--- src/rtl/tour_cmd_seq.sv ---
// Turns a solved knight's tour into motion commands: each move becomes a vertical leg and then a horizontal leg.
// Optional macro TOUR_CMD_ERR_EN adds the tour_err output, which aborts the tour when a move is not one-hot.
module tour_cmd_seq #(
    parameter int         NUM_MOVES = 24,
    parameter logic [7:0] HDG_N     = 8'h00,
    parameter logic [7:0] HDG_W     = 8'h3F,
    parameter logic [7:0] HDG_S     = 8'h7F,
    parameter logic [7:0] HDG_E     = 8'hBF
) (
    input  logic        clk,
    input  logic        rst_n,
    input  logic        start_tour,
    input  logic [7:0]  move,
    output logic [4:0]  mv_indx,
    input  logic [15:0] cmd_UART,
    input  logic        cmd_rdy_UART,
    input  logic        clr_cmd_rdy,
    input  logic        send_resp,
    output logic        clr_cmd_rdy_UART,
    output logic [15:0] cmd,
    output logic        cmd_rdy,
    output logic [7:0]  resp,
    output logic        tour_done,
`ifdef TOUR_CMD_ERR_EN
    output logic        tour_err,
`endif
    output logic [2:0]  state_dbg
);

    // Handshake: cmd is valid while cmd_rdy is high. clr_cmd_rdy accepts it, and send_resp
    // reports that it has finished executing. The next leg goes out one cycle after send_resp.

    typedef enum logic [2:0] {
        IDLE   = 3'd0,
        VERT   = 3'd1,
        WAIT_V = 3'd2,
        HORZ   = 3'd3,
        WAIT_H = 3'd4
    } state_t;

    localparam logic [4:0] LAST_INDX = 5'(NUM_MOVES - 1);
    localparam logic [3:0] OP_MOVE   = 4'b0010;
    localparam logic [3:0] OP_FANF   = 4'b0011;

    state_t state, nxt_state;

    logic signed [2:0] dx, dy;
    logic [2:0]        abs_x, abs_y;
    logic [7:0]        hdg_x, hdg_y;
    logic [15:0]       vert_cmd, horz_cmd;
    logic              last_move;
    logic              indx_clr, indx_inc, done_set;
`ifdef TOUR_CMD_ERR_EN
    logic              move_ok;
    logic              err_set;
`endif

    // Solver encoding: each one-hot bit selects one (dx, dy) knight offset.
    always_comb begin
        dx = 3'sd0;
        dy = 3'sd0;
        case (move)
            8'h01: begin dx = -3'sd1; dy =  3'sd2; end
            8'h02: begin dx =  3'sd1; dy =  3'sd2; end
            8'h04: begin dx = -3'sd2; dy =  3'sd1; end
            8'h08: begin dx = -3'sd2; dy = -3'sd1; end
            8'h10: begin dx = -3'sd1; dy = -3'sd2; end
            8'h20: begin dx =  3'sd1; dy = -3'sd2; end
            8'h40: begin dx =  3'sd2; dy = -3'sd1; end
            8'h80: begin dx =  3'sd2; dy =  3'sd1; end
            default: begin dx = 3'sd0; dy = 3'sd0; end
        endcase
    end

    // A zero offset counts as non-negative, so its leg is headed N/E with zero squares.
    assign abs_x    = dx[2] ? -dx : dx;
    assign abs_y    = dy[2] ? -dy : dy;
    assign hdg_x    = dx[2] ? HDG_W : HDG_E;
    assign hdg_y    = dy[2] ? HDG_S : HDG_N;
    assign vert_cmd = {OP_MOVE, hdg_y, 1'b0, abs_y};
    assign horz_cmd = {OP_FANF, hdg_x, 1'b0, abs_x};
    assign last_move = (mv_indx == LAST_INDX);

`ifdef TOUR_CMD_ERR_EN
    assign move_ok = (move != 8'h00) && ((move & (move - 8'd1)) == 8'h00);
`endif

    always_comb begin
        nxt_state = state;
        indx_clr  = 1'b0;
        indx_inc  = 1'b0;
        done_set  = 1'b0;
`ifdef TOUR_CMD_ERR_EN
        err_set   = 1'b0;
`endif
        case (state)
            IDLE: begin
                if (start_tour) begin
                    nxt_state = VERT;
                    indx_clr  = 1'b1;
                end
            end
            VERT: begin
`ifdef TOUR_CMD_ERR_EN
                if (!move_ok) begin
                    nxt_state = IDLE;
                    err_set   = 1'b1;
                end else if (clr_cmd_rdy) begin
                    nxt_state = WAIT_V;
                end
`else
                if (clr_cmd_rdy) nxt_state = WAIT_V;
`endif
            end
            WAIT_V: begin
                if (send_resp) nxt_state = HORZ;
            end
            HORZ: begin
                if (clr_cmd_rdy) nxt_state = WAIT_H;
            end
            WAIT_H: begin
                if (send_resp) begin
                    if (last_move) begin
                        nxt_state = IDLE;
                        done_set  = 1'b1;
                    end else begin
                        nxt_state = VERT;
                        indx_inc  = 1'b1;
                    end
                end
            end
            default: nxt_state = IDLE;
        endcase
    end

    // The UART path owns cmd/cmd_rdy/clr only while no tour is in progress.
    always_comb begin
        cmd              = cmd_UART;
        cmd_rdy          = 1'b0;
        clr_cmd_rdy_UART = 1'b0;
        resp             = 8'h5A;
        case (state)
            IDLE: begin
                cmd_rdy          = cmd_rdy_UART;
                clr_cmd_rdy_UART = clr_cmd_rdy;
                resp             = 8'hA5;
            end
            VERT: begin
                cmd = vert_cmd;
`ifdef TOUR_CMD_ERR_EN
                cmd_rdy = move_ok;
`else
                cmd_rdy = 1'b1;
`endif
            end
            WAIT_V: begin
                cmd = vert_cmd;
            end
            HORZ: begin
                cmd     = horz_cmd;
                cmd_rdy = 1'b1;
                if (last_move) resp = 8'hA5;
            end
            WAIT_H: begin
                cmd = horz_cmd;
                if (last_move) resp = 8'hA5;
            end
            default: begin
                cmd = cmd_UART;
            end
        endcase
    end

    always_ff @(posedge clk or negedge rst_n) begin
        if (!rst_n) begin
            state     <= IDLE;
            mv_indx   <= 5'd0;
            tour_done <= 1'b0;
        end else begin
            state     <= nxt_state;
            tour_done <= done_set;
            if (indx_clr)
                mv_indx <= 5'd0;
            else if (indx_inc)
                mv_indx <= mv_indx + 5'd1;
        end
    end

`ifdef TOUR_CMD_ERR_EN
    always_ff @(posedge clk or negedge rst_n) begin
        if (!rst_n)
            tour_err <= 1'b0;
        else if (state == IDLE && start_tour)
            tour_err <= 1'b0;
        else if (err_set)
            tour_err <= 1'b1;
    end
`endif

    assign state_dbg = state;

endmodule

--- config.mk ---
export PLATFORM = sky130hd
export DESIGN_NAME = tour_cmd_seq
export DESIGN_NICKNAME = d
export VERILOG_FILES = /design/src/rtl/tour_cmd_seq.sv
export SDC_FILE = /design/constraint.sdc
export NUM_CORES = 1
export LEC_CHECK = 0
export BUFFER_PORTS_ARGS = -buffer_cell sky130_fd_sc_hd__buf_4
export CAP_MARGIN = 25
export CORE_MARGIN = 3
export CORE_UTILIZATION = 45
export CTS_BUF_LIST = sky130_fd_sc_hd__clkbuf_16
export CTS_CLUSTER_DIAMETER = 200
export CTS_CLUSTER_SIZE = 8
export DETAILED_ROUTE_END_ITERATION = 7
export PLACE_DENSITY = 0.77
export SYNTH_ARGS = -nofsm -noshare
export SYNTH_HDL_FRONTEND = slang
export SYNTH_SLANG_ARGS = --single-unit
--- constraint.sdc ---
create_clock -name clk -period 2 [get_ports clk]
set_input_delay 0.1 -clock clk [delete_from_list [all_inputs] [get_ports clk]]
set_output_delay 0.1 -clock clk [all_outputs]
set_load 0.03 [all_outputs]
======== Word-level counts from Yosys, hierarchy flattened ========
Index checks and enable logic that the tools add are counted.
operators by class
  $add $sub $neg .......................... 3
  reductions and logical operators ........ 14
  mux-type cells .......................... 28
  eq/ne operators ......................... 18
operators by type and width
  kind                                            number
  one-hot mux 16 bit (2 select lines)             1
  one-hot mux 3 bit (4 select lines)              2
  OR reduction 2 bit                              11
  2-to-1 mux 3 bit                                7
  2-to-1 mux 8 bit                                2
  one-hot mux 8 bit (2 select lines)              1
  one-hot mux 3 bit (5 select lines)              1
  2-to-1 mux 1 bit                                10
  2-to-1 mux 5 bit                                2
  inequality test 2 bit (second input constant)   5
  == test 8 x 1 -> 1 bit (second input constant)  1
  == test 8 x 2 -> 1 bit (second input constant)  1
  == test 8 x 3 -> 1 bit (second input constant)  1
  == test 8 x 4 -> 1 bit (second input constant)  1
  == test 8 x 5 -> 1 bit (second input constant)  1
  == test 8 x 6 -> 1 bit (second input constant)  1
  == test 8 x 7 -> 1 bit (second input constant)  1
  == test 8 bit (second input constant)           1
  2-to-1 mux 7 bit                                1
  == test 3 x 2 -> 1 bit (second input constant)  2
  negator 3 bit                                   2
  adder 5 x 1 -> 5 bit (second input constant)    1
  == test 5 bit (second input constant)           1
  AND reduction 5 bit                             1
  5 further kinds                                 5
word-level totals
  output and inout bits ................... 35
  logic and storage cells ................. 66
  bits in registers ....................... 9
  bits of input ports ..................... 30

======== Longest topological paths before layout ========
Gate-level depths: netlist of run 1.
  word-level depth ........................ 6
  gate-level depth with buffers ........... 9
  gate-level depth less buffers ........... 8

======== Worst setup path before layout of run 1 ========
OpenSTA, ideal clock, no wires.
  path type ............................... reg-to-output
  start ................................... register mv_indx[0]
  end ..................................... output port resp[3]
  setup slack ............................. -500 ps
  cell stages (with the launch flop) ...... 8
  required time ........................... 1900 ps
  data arrival time ....................... 2400 ps
  path through ............................ dfrtp_1 > ha_1 > nand4b_1 > nor2_1 > nor2_1 > o22ai_1 > inv_1 > buf_4
on the way
  longest elaborated chain between the ends .. 3
ends and longest elaborated chain
  element                             line      RTL
  start: declaration                  14        output logic [4:0] mv_indx,
  start signal: assignment            185       mv_indx <= mv_indx + 5'd1;
  == test 5 bit                       82        assign last_move = (mv_indx == LAST_INDX);
  2-to-1 mux 8 bit                    162, 166
  one-hot mux 8 bit (2 select lines)  142       case (state)
  end: declaration                    22        output logic [7:0] resp,
No other way between the ends.

======== Worst setup path after layout of run 1 ========
  start ................................... input port move[4]
  end ..................................... output port cmd[1]
on the way
  longest elaborated chain between the ends .. 6
  elaborated cells between the ends (all ways) .. 23
ends and longest elaborated chain
  element                                      line    RTL
  start: declaration                           13      input logic [7:0] move,
  == test 8 bit, or another cell as far along  62      case (move)
  OR reduction 2 bit (no source line)          -
  one-hot mux 3 bit (4 select lines)           62
  negator 3 bit (on tied branches)             76, 77
  2-to-1 mux 3 bit (on tied branches)          76, 77
  one-hot mux 16 bit (2 select lines) *        142
  end: declaration                             20      output logic [15:0] cmd,
Every way passes the cells marked *; elsewhere a longest branch is shown, timed or not.

==> summary.md, run 1 <==
| Metric | Value |
|---|---|
| Status | finished, final reports clean |
| Fin. Hold Viols | 0 |
| Initial antenna violation count | 0 |
| Buffers plus inverters on the worst setup path | 2 |
| Worst-Skew Late Latency | 0.23 ns |
| Detail Route Antenna Nets | 0 |
| Sequential area share after synthesis | between 10% and 20% |
| CP max FO | 13 |
| Final Cycle Share | 98.3% |
| Die width | 57.5 um |
| Fin. max-slew vios | 0 |
| Maximum VDD drop | 1.49 mV |
| Initial drt markers | 66 |
| Clock Tree Buf Depth | 2 |
| Overflow after GRT | 0 |
| CP Class | primary input to primary output |
| Clock transition at path regs | 0.04 ns |
| LEAKAGE | around 0.80 nW |
| Critical path arrival | 1.87 ns |
| Vias per std cell | 5.49 |
| Max-Cap Viols | 0 |
| Post-synth EDFFs | 0 |
| Yosys cell types | 49 |
| # IOs | 65 |
| Core area | 2500 um2 |
| Largest stage delay, worst path | 0.29 ns |
| Share of cells above drive strength 1 | between 40 and 50% |
| Die height | 57.5 um |
| Hpwl dp | 2490 um |
| Top delay family on crit path | compound AO/OA/AOI/OAI gates |
| Fmax | 509 MHz |
| Critical Path RT | 1.90 ns |
| Crit path launch type | primary input |
| CTS tree | built |
| Worst hold path startpoint | send_resp |
| Syn nets | 188 |
| Combinational group share of total power | about four fifths |
| #FFs+latches synth | 9 |
| First-pass GRT wire length | ~5200 um |
| Largest net degree at the start of global routing | 23 |
| Most common cell on crit path | buf_4 |
| Synthesized area per cell | 7.69 um2 |
| Number of global-route vias before repair | 1,251 |
| Die Footprint | around 3300 um2 |
| Global Route Usage Sum | 18.9% |
| Worst setup slack after placement | 0.0318 ns |
| Power per Cell Area | around 1700 nW/um2 |
| Post-route DRC | 0 |
| Path type of the worst min-delay path | primary input to register |
| Initial core utilization | a little under half |
| CTS Root Cell | clkbuf_16 |
| Asr flop ratio synth | 100% |
| Top post-synthesis cells by count | nor2_1, nand2_1, buf_4, dfrtp_1, nor2b_1 |
| Placed Cells | 236 |
| Largest cells by area after synthesis | dfrtp_1, buf_4, nor2_1 |
| H-tree Lvls | 1 |
| Yosys top cell area share | 18.9% |
| Clk_skew | around 0.0017 ns |
| Reg2reg start | state_dbg[1] |
| Area delta synth->final | 47.7% |
| Synthesized netlist cell count | roughly 160 |
| Num rows | 18 |
| Non-Filler Instances | between 200 and 250 |
| 1st-pass router iterations | 4 |
| Total CTS buffers | 3 |
| Wirelength per Cell | roughly 13 um |
| Cell taking the most area after synthesis | dfrtp_1 |
| Ys flop type | dfrtp_1 |
| WL final | between 3000 and 4000 um |
| Actual slew at the worst max-slew pin | 0.467 ns |
| Ys Warns | 0 |
| CP startpoint | move[4] |
| Post-CTS Setup Bufs | 0 |
| RSZ-0062 raised after global routing | true |
| Filler instances | slightly above 200 |
| Most used standard cell by instance count after synthesis | nor2_1 |
| Crit path cell chain | buf_4 -> nor2b_1 -> a221oi_2 -> o32ai_2 -> a22oi_1 -> ha_1 -> o31ai_2 -> o22ai_1 -> buf_4 |
| N_diodes | 0 |
| Sequential share of power | 9.5% |
| Final WS setup | 0.0343 ns |
| Clock share of power | 11.2% |
| Tmin final | around 2.0 ns |
| Mapped cell area | 1190 um2 |
| Cell internal pwr | 1.39 mW |
| # port buffers | between 60 and 70 |
| Worst relative slew slack | 68.6% |
| Net count, final | 245 |
| CP endpoint kind | primary output |
| NetSw | ~1.6 mW |
| Cell at the slowest stage of the critical path | ha_1 |
| Total clock sinks | 9 |
| Setup-failing EPs final | 0 |
| Gpl congestion | about 0.83 |
| Vias | about 1.3k |
| Switching share of power | 53.7% |
-- worst paths after layout --
kind	to	slack, ns	depth (start not counted)
worst max-delay path	cmd[1]	0.03	9
worst min register to register	mv_indx[4]	0.58	2
worst max register to register	mv_indx[3]	0.33	6
worst min-delay path	tour_done	0.15	3
max in group asynchronous	mv_indx[0]	1.62	2
min in group asynchronous	mv_indx[3]	0.23	2
-- cell type report --
cell class	instances	area, um2	share of cell area (%)
multi-input combinational	120	857	48.7
timing repair buffer	71	536	30.4
sequential	9	226	12.9
clock buffer	3	75.1	4.26
tap	30	37.5	2.13
inverter	7	26.3	1.49
clock inverter	1	3.75	0.213
-- state kept, by name, indices dropped and copies added, names as in the netlist --
signal	cells
state_dbg	3
tour_done	1
mv_indx	5
-- cell families after synthesis --
logic type                 after synthesis  synth area share, %
AOI/OAI and AO/OA                       40                 24.3
xor gates and xnor gates                10                 7.34
adders and majority gates                3                 3.15
muxes                                    4                 3.67
DFF                                      9                 18.9
and+or+nand+nor                         63                 29.5
buffers and inverters                   26                 13.1
-- through the flow --
step | TNS [ns] | utilization [%] | power (mW) | hold slack (ns) | cell area (um2)
floorplan | 0 | - | 1.96 | -0.196 | 1210
global placement | 0 | 65.9 | 2.63 | -0.0730 | 1650
detailed placement | 0 | 65.9 | 2.65 | -0.0706 | 1650
CTS | 0 | 69.4 | 3.00 | 0.152 | 1740
global route | -0.114 | 70.5 | 3.19 | 0.183 | 1760
finish | 0 | 70.5 | 3.00 | 0.154 | 1760
-- worst register-to-register path, delay by kind of cell, from the launching register on --
family / cells / cell delay, ns
xor+xnor: 1 / 0.15
buf+inv: 1 / 0.19
flops: 1 / 0.47
simple gates: 4 / 0.78
-- cells in the final DEF (no fill, tap or decap), types with 4 or more instances in the layout --
cell type   n
xor2_1      6
o21ai_1     4
nor2b_1     8
o21ai_0     7
o21a_1      6
nor2_1     18
inv_1       6
dfrtp_1     8
nand2_1    12
buf_4      70
-- routing by layer --
layer | GRT usage [%] | part of all wire (%)
met5 | 0 | 0
met4 | 2.98 | 0
met3 | 3.39 | 8.9
met2 | 33.7 | 50
met1 | 24.0 | 41
-- power groups by stage --
stage,logic (mW),registers [mW],clock network [mW]
6_report,2.38,0.286,0.336
3_5_place_dp,2.37,0.286,0
5_1_grt,2.54,0.300,0.351
2_1_floorplan,1.65,0.308,0
3_3_place_gp,2.35,0.282,0
4_1_cts,2.37,0.284,0.342
-- repair_timing --
action                     4_1_cts  5_1_grt
hold buffers                     1        0
hold endpoints to repair         9        0
resized for setup                0        4
setup endpoints to repair        0        3
Power figures use the tool's default switching activity.
==> inputs of run 2 (changes only) <==
--- a/config.mk
+++ b/config.mk
@@ -7,6 +7,5 @@
 export LEC_CHECK = 0
-export BUFFER_PORTS_ARGS = -buffer_cell sky130_fd_sc_hd__buf_4
 export CAP_MARGIN = 25
 export CORE_MARGIN = 3
-export CORE_UTILIZATION = 45
+export CORE_UTILIZATION = 55
 export CTS_BUF_LIST = sky130_fd_sc_hd__clkbuf_16
@@ -15,3 +14,4 @@
 export DETAILED_ROUTE_END_ITERATION = 7
-export PLACE_DENSITY = 0.77
+export DONT_BUFFER_PORTS = 1
+export PLACE_DENSITY = 0.7
 export SYNTH_ARGS = -nofsm -noshare
==> constraint.sdc (replaced) <==
create_clock -name clk -period 2 [get_ports clk]
set_input_delay 0.5 -clock clk [delete_from_list [all_inputs] [get_ports clk]]
set_output_delay 0.5 -clock clk [all_outputs]
set_load 0.03 [all_outputs]
==> run 2 against run 1 <==
Against the previous run: the run now fails in 5_1_grt; synthesized cell count is the same; synthesized area is the same.
==> summary.md, run 2 <==
| Metric | Value |
|---|---|
| Simple-gate area share of the yosys netlist | 29.5% (unchanged) |
| # port buffers | 0 (-100%) |
| H-tree Lvls | 1 (unchanged) |
| Yosys cell types | 49 (unchanged) |
| Crit. endpoint post-GRT repair | cmd[2] |
| Synthesized area per cell | 7.69 um2 (unchanged) |
| Largest family of logic cells by synthesized area | simple AND/OR/NAND/NOR gates |
| Top post-synthesis cells by count | nor2_1, nand2_1, buf_4, dfrtp_1, nor2b_1 |
| Num rows | 16 (-2) |
| Ys flop type | dfrtp_1 |
| Worst ep type | primary output |
| Yosys top cell area share | 18.9% (unchanged) |
| Run Error | [ERROR DPL-0038] Utilization greater than 100%, impossible to legalize |
| Synth Area in XOR/XNOR | 7.35% (unchanged) |
| Status | aborted with a tool error |
| Placed Cells | 197 (-17%) |
| Mapped cell area | 1190 um2 (unchanged) |
| Failing step | 5_1_grt |
| # IOs | 65 (unchanged) |
| Post-synth EDFFs | 0 (unchanged) |
| Synth Area in Adders | 3.15% (unchanged) |
| Mux contribution to synthesized area | 3.67% (unchanged) |
| Cell taking the most area after synthesis | dfrtp_1 |
| Initial core utilization | 59.6% (+12 points) |
| Total CTS buffers | 3 (unchanged) |
| Post-synthesis compound-gate area fraction | 24.3% (unchanged) |
| Largest cells by area after synthesis | dfrtp_1, buf_4, nor2_1 |
| Asr flop ratio synth | 100% (unchanged) |
| Clock Tree Buf Depth | 2 (unchanged) |
| Syn nets | 188 (unchanged) |
| Gpl congestion | 0.826 (-0.47%) |
| Total clock sinks | 9 (unchanged) |
| Synthesized netlist cell count | 155 (unchanged) |
| Die width | 52.6 um (-8.6%) |
| Die height | 52.6 um (-8.6%) |
| Most used standard cell by instance count after synthesis | nor2_1 |
| Sequential area share after synthesis | 18.9% (unchanged) |
| #FFs+latches synth | 9 (unchanged) |
| Hpwl dp | 2400 um (-3.9%) |
| CTS Root Cell | clkbuf_16 |
| Ys Warns | 0 (unchanged) |
| Largest net degree at the start of global routing | 17 |
run 2: through the flow:
stage                     area, um2  hold slack [ns]  setup slack, ns
after global placement         1520            0.205           -0.375
after detailed placement       1520            0.205           -0.439
after CTS                      1850            0.415           -0.441
after floorplan                1380            0.204           -0.460
run 2: kinds of logic after synthesis:
group	after synthesis
flops	9
mux	4
compound gates	40
buf+inv	26
xor+xnor	10
simple gates	63
fa+ha+maj	3
run 2: what timing repair did:
action | in CTS
endpoints found under the hold margin | 9
endpoints found under the setup margin | 23
hold buffers | 1
pin swaps | 15
buffers inserted | 12
gates resized for setup | 29
gates cloned | 0
==> inputs of run 3 (changes only) <==
- CORE_AREA: not set -> 3 3 64 66
- CORE_MARGIN: 3 -> not set
- CORE_UTILIZATION: 55 -> not set
- CTS_BUF_LIST: sky130_fd_sc_hd__clkbuf_16 -> not set
- CTS_CLUSTER_DIAMETER: 200 -> not set
- CTS_CLUSTER_SIZE: 8 -> not set
- DIE_AREA: not set -> 0 0 67 69
- PLACE_DENSITY: 0.7 -> not set
- PLACE_DENSITY_LB_ADDON: not set -> 0.15
==> run 3 against run 2 <==
Against the previous run: the flow now finishes, with violations (negative setup slack).
==> summary.md, run 3 (synthesis gave the netlist of run 1 again) <==
| Metric | Value |
|---|---|
| Status | complete, but fails checks |
| Violated checks | negative setup slack |
| RSZ-0062 raised after global routing | true |
| Hold path cells | 2 |
| Commonest non-fill, non-tap cell in the layout | buf_4 |
| Hpwl dp | 2780 um (+16%) |
| Actual slew at the worst max-slew pin | approximately 0.55 ns |
| Fin. max-slew vios | 0 |
| Largest register FFs | 5 |
| Clk_skew | 0.00335 ns |
| Grt met3 use | roughly 3.1% |
| Power per Cell Area | 1750 nW/um2 |
| Post-DP Area | 1570 um2 (+3.7%) |
| First-pass GRT wire length | 5780 um |
| Wirelength per Cell | 14.7 um |
| CP endpoint kind | primary output |
| CTS tree | built |
| Overflow after GRT | 0 |
| Die width | 67 um (+27%) |
| Global Route Usage Sum | 15.2% |
| Largest net degree at the start of global routing | 17 |
| CP max FO | 8 |
| Reg with most FFs | mv_indx |
| Path type of the worst min-delay path | primary input to register |
| Critical path arrival | 1.85 ns |
| Net count, final | 220 |
| FF-to-FF setup slack | around 0.26 ns |
| Total CTS buffers | 3 (unchanged) |
| CP Class | primary input to primary output |
| Tmin final | 2.35 ns |
| Initial antenna violation count | 0 |
| Clock transition at path regs | 0.04 ns |
| Placed Cells | 222 (+13%) |
| 1st-pass router iterations | 4 |
| # port buffers | 0 (unchanged) |
| Worst relative slew slack | 62.7% |
| Crit path launch type | primary input |
| Fin. Hold Viols | 0 |
| Post-route cell area | around 1900 um2 |
| Fmax | 425 MHz |
| CTS Root Cell | clkbuf_8 |
| Core area | between 3000 and 4000 um2 |
| Vias | between 1k and 1.5k |
| LEAKAGE | 0.732 nW |
| R2R depth | 8 |
| Number of global-route vias before repair | ~1.3k |
| Critical Path RT | roughly 1.5 ns |
| N_diodes | 0 |
| Gpl congestion | 0.801 (-3.1%) |
| Die Footprint | approximately 4600 um2 |
| Die height | 69 um (+31%) |
| Worst-Skew Late Latency | 0.23 ns |
| Non-Filler Instances | around 230 |
| Total clock sinks | 9 (unchanged) |
| Fin Hold WS | 0.404 ns |
| Vias per std cell | 5.28 |
| Final Cycle Share | 118% |
| Busiest grt layer | met2 |
| WL final | 3440 um |
| Routing usage on met2 | 27.4% |
| H-tree Lvls | 1 (unchanged) |
| Final WS setup | -0.351 ns |
| Area delta synth->final | 58.9% |
| Num rows | 22 (+6) |
| Setup-failing EPs final | 14 |
| Commonest cells after routing, fill and taps aside | buf_4, nor2_1, nand2_1 |
| Post-route DRC | 0 |
| Max-Cap Viols | 0 |
| Initial drt markers | 60 |
| Detail Route Antenna Nets | 0 |
| Maximum VDD drop | 0.705 mV |
| Clock Tree Buf Depth | 2 (unchanged) |
| Initial core utilization | 32.8% (-27 points) |
| # IOs | 65 (unchanged) |
| Met1 usage | 18.2% |
| Share of cells above drive strength 1 | 54.8% |
[run 3: area by class of cell]
cell class	instances	area (um2)
clock buffer	4	45.0
multi-input combinational	120	1110
fill	352	1740
timing repair buffer	46	420
tap	48	60.1
inverter	7	28.8
sequential	9	231
[run 3: what timing repair did]
item,CTS,global route
resized for setup,21,17
buffers inserted,5,1
gates cloned,1,0
pin swaps,10,13
setup endpoints to repair,20,25
hold endpoints to repair,9,0
hold buffers,1,0
[run 3: worst paths after layout]
check	from	endpoint
worst max-delay path	move[7]	cmd[2]
worst min-delay path	send_resp	tour_done
worst max register to register	mv_indx[0]	mv_indx[3]
worst min register to register	mv_indx[1]	mv_indx[1]
max in group asynchronous	rst_n	mv_indx[0]
min in group asynchronous	rst_n	tour_done
[run 3: metrics by stage]
| stage | power, mW | utilization [%] | TNS [ns] | setup slack, ns |
|---|---|---|---|---|
| 2_1_floorplan | 2.18 | - | -2.21 | -0.460 |
| 3_3_place_gp | 2.50 | 43.3 | -1.20 | -0.387 |
| 3_5_place_dp | 2.52 | 43.3 | -1.32 | -0.425 |
| 4_1_cts | 3.25 | 50.3 | -1.82 | -0.369 |
| 5_1_grt | 3.51 | 52.1 | -2.93 | -0.393 |
| 6_report | 3.32 | 52.1 | -1.18 | -0.351 |
[run 3: worst max-delay path, stage by stage]
cell	delay, ns
xor2_4	0.17
mux2_4	0.28
o2111ai_4	0.20
ha_2	0.22
inv_2	0.03
or3_4	0.33
o221ai_4	0.12
[run 3: power breakdown]
group          internal [mW]  total, mW  switching (mW)  leakage, nW
clock                  0.139      0.206          0.0678       0.0228
combinational           1.17       2.81            1.65        0.596
sequential             0.223      0.298          0.0743        0.114
[run 3: metal layers]
| metal | share of wire [%] | vias up |
|---|---|---|
| met2 | 53 | 43 |
| met5 | 0 | - |
| met4 | 0.58 | 0 |
| met1 | 39 | 583 |
| li1 | - | 608 |
| met3 | 7.1 | 2 |
==> inputs of run 4 (changes only) <==
--- a/config.mk
+++ b/config.mk
@@ -7,3 +7,3 @@
 export LEC_CHECK = 0
-export CAP_MARGIN = 25
+export CAP_MARGIN = 10
 export CORE_AREA = 3 3 64 66
@@ -12,2 +12,3 @@
 export DONT_BUFFER_PORTS = 1
+export GPL_ROUTABILITY_DRIVEN = 0
 export PLACE_DENSITY_LB_ADDON = 0.15
--- a/constraint.sdc
+++ b/constraint.sdc
@@ -3,2 +3,2 @@
 set_output_delay 0.5 -clock clk [all_outputs]
-set_load 0.03 [all_outputs]
+set_load 0.1 [all_outputs]
==> run 4 against run 3 <==
Against the previous run: non-clock buffer count is 25 higher; wire length grew 22%; critical path type unchanged; flip-flop and latch count is the same; clock skew about the same; critical path depth increased by 1; worst setup slack got worse by 0.17 ns; fmax fell by 6.9%; die area unchanged; the flow still finishes with violations (negative setup slack); first-iteration DRC count rose by 13%.
==> summary.md, run 4 (synthesis gave the netlist of run 1 again) <==
| Metric | Value |
|---|---|
| # port buffers | 0 (unchanged) |
| Largest net degree at the start of global routing | 14 (-3) |
| Initial drt markers | 68 (+13%) |
| Num rows | 22 (unchanged) |
| Detail Route Antenna Nets | 0 (unchanged) |
| Non-Filler Instances | 259 (+11%) |
| Wirelength per Cell | 16.2 um (+9.9%) |
| Core area | 3630 um2 (unchanged) |
| Global Route Usage Sum | 18.7% (+3.5 points) |
| Grt met3 use | 3.09% (unchanged) |
| Met1 usage | 21.2% (+3.0 points) |
| Critical Path RT | 1.50 ns (about the same) |
| Hpwl dp | 3130 um (+13%) |
| Reg2reg start | state_dbg[1] |
| Final Cycle Share | 126% (+8.7 points) |
| Tmin final | 2.52 ns (+0.173 ns) |
| Status | complete, but fails checks |
| Area delta synth->final | 115% |
| WL final | 4190 um (+22%) |
| Number of global-route vias before repair | 1,411 (+10%) |
| Crit path cell chain | xor2_4 -> a221oi_2 -> o32ai_2 -> a22oi_2 -> ha_4 -> o31ai_4 -> o22ai_4 -> buf_12 |
| CP endpoint kind | primary output |
| CTS tree | built |
| Overflow after GRT | 0 (unchanged) |
| Initial antenna violation count | 0 (unchanged) |
| Routing usage on met2 | 35.2% (+7.8 points) |
| Vias per std cell | 5.15 (-2.5%) |
| Setup-failing EPs final | 26 (+12) |
| Fmax | 396 MHz (-6.9%) |
| Actual slew at the worst max-slew pin | 0.391 ns (-0.164 ns) |
| Post-route DRC | 0 (unchanged) |
| Commonest cells after routing, fill and taps aside | buf_4, buf_12, nor2_1 |
| Vias | 1,334 (+7.9%) |
| Post-route setup TNS | -6.18 ns (-5.00 ns) |
| Sequential Area | 248 um2 (+7.0%) |
| Critical path arrival | 2.02 ns (+0.17 ns) |
| Largest stage delay, worst path | 0.28 ns (-0.05 ns) |
| Fin. max-slew vios | 0 (unchanged) |
| Top delay family on crit path | compound AO/OA/AOI/OAI gates |
| Die width | 67 um (unchanged) |
| Fin. Hold Viols | 0 (unchanged) |
| H-tree Lvls | 1 (unchanged) |
| Fin Hold WS | 0.409 ns (+0.00456 ns) |
| Buffers plus inverters on the worst setup path | 1 (unchanged) |
| Clock transition at path regs | 0.04 ns (about the same) |
| Path type of the worst min-delay path | primary input to register |
| CP Class | primary input to primary output |
| Final WS setup | -0.524 ns (-0.173 ns) |
| Worst hold path startpoint | send_resp |
| Net count, final | 245 (+11%) |
| Busiest grt layer | met2 |
| RSZ-0062 raised after global routing | true |
| Commonest non-fill, non-tap cell in the layout | buf_4 |
| N_diodes | 0 (unchanged) |
| Die Footprint | 4620 um2 (unchanged) |
| First-pass GRT wire length | 6970 um (+21%) |
| Cell at the slowest stage of the critical path | a221oi_2 |
| # IOs | 65 (unchanged) |
| Placed Cells | 241 (+8.6%) |
| Initial core utilization | 32.8% (unchanged) |
| Reg with most FFs | mv_indx |
| Clk_skew | 0.00301 ns (-0.000348 ns) |
| Violated checks | negative setup slack |
| Worst-Skew Late Latency | 0.23 ns (about the same) |
| Area of the multi-input gates | 1250 um2 (+13%) |
| Worst setup slack after placement | -0.690 ns (-0.265 ns) |
| R2R depth | 8 (unchanged) |
| Worst Hold End | tour_done |
| Worst relative slew slack | 73.9% (+11 points) |
| Filler instances | 285 (-19%) |
| 1st-pass router iterations | 4 (unchanged) |
| Clock Tree Buf Depth | 2 (unchanged) |
| CTS Root Cell | clkbuf_8 |
| Total CTS buffers | 3 (unchanged) |
| CP max FO | 9 (+1) |
| Total clock sinks | 9 (unchanged) |
| Share of cells above drive strength 1 | 67.3% (+12 points) |
| Worst reg2reg endpoint | mv_indx[4] |
| FF-to-FF setup slack | 0.17 ns (-0.09 ns) |
| Hold path cells | 2 (unchanged) |
| Crit path launch type | primary input |
| Die height | 69 um (unchanged) |
| Largest register FFs | 5 (unchanged) |
| Max-Cap Viols | 0 (unchanged) |
## run 4: per-stage QoR
step | utilization, % | instance area, um2
6_report | 70.5 | 2560
5_1_grt | 70.5 | 2560
4_1_cts | 69.6 | 2530
3_5_place_dp | 60.9 | 2210
3_3_place_gp | 60.9 | 2210
2_1_floorplan | - | 1660
## run 4: how the worst max path moves through the flow
| stage | start | endpoint | slack [ns] | cells after the start |
|---|---|---|---|---|
| 3_5_place_dp | move[4] | cmd[1] | -0.69 | 8 |
| 4_1_cts | move[6] | cmd[1] | -0.54 | 8 |
| 6_report | move[6] | cmd[1] | -0.52 | 8 |
| 2_1_floorplan | mv_indx[0] | resp[3] | -1.54 | 7 |
| 5_1_grt | move[6] | cmd[1] | -0.59 | 8 |
| 3_3_place_gp | move[4] | cmd[1] | -0.59 | 8 |
## run 4: what timing repair did
action | 4_1_cts | 5_1_grt
resized for setup | 33 | 9
endpoints found under the hold margin | 9 | 0
cloned | 1 | 0
pin swaps | 21 | 20
hold buffers | 1 | 0
endpoints found under the setup margin | 26 | 28
buffers inserted | 11 | 4
## run 4: final cells by class
class / instances / share of cell area [%]
Clock buffer: 4 / 1.76
Inverter: 7 / 1.27
Multi-Input combinational cell: 120 / 48.7
Sequential cell: 9 / 9.67
Tap cell: 48 / 2.34
Timing Repair Buffer: 71 / 36.2
## run 4: metal layers
metal  wire, um  up-vias  part of all wire [%]
li1           -      659                     -
met1       1520      633                    36
met2       2450       36                    58
met3        176        6                   4.2
met4         47        0                   1.1
met5          0        -                     0
Power of run 4 is left out: the tool's default activity adds up to more than one toggle a clock period on the data nets, which glitch-free logic cannot reach.
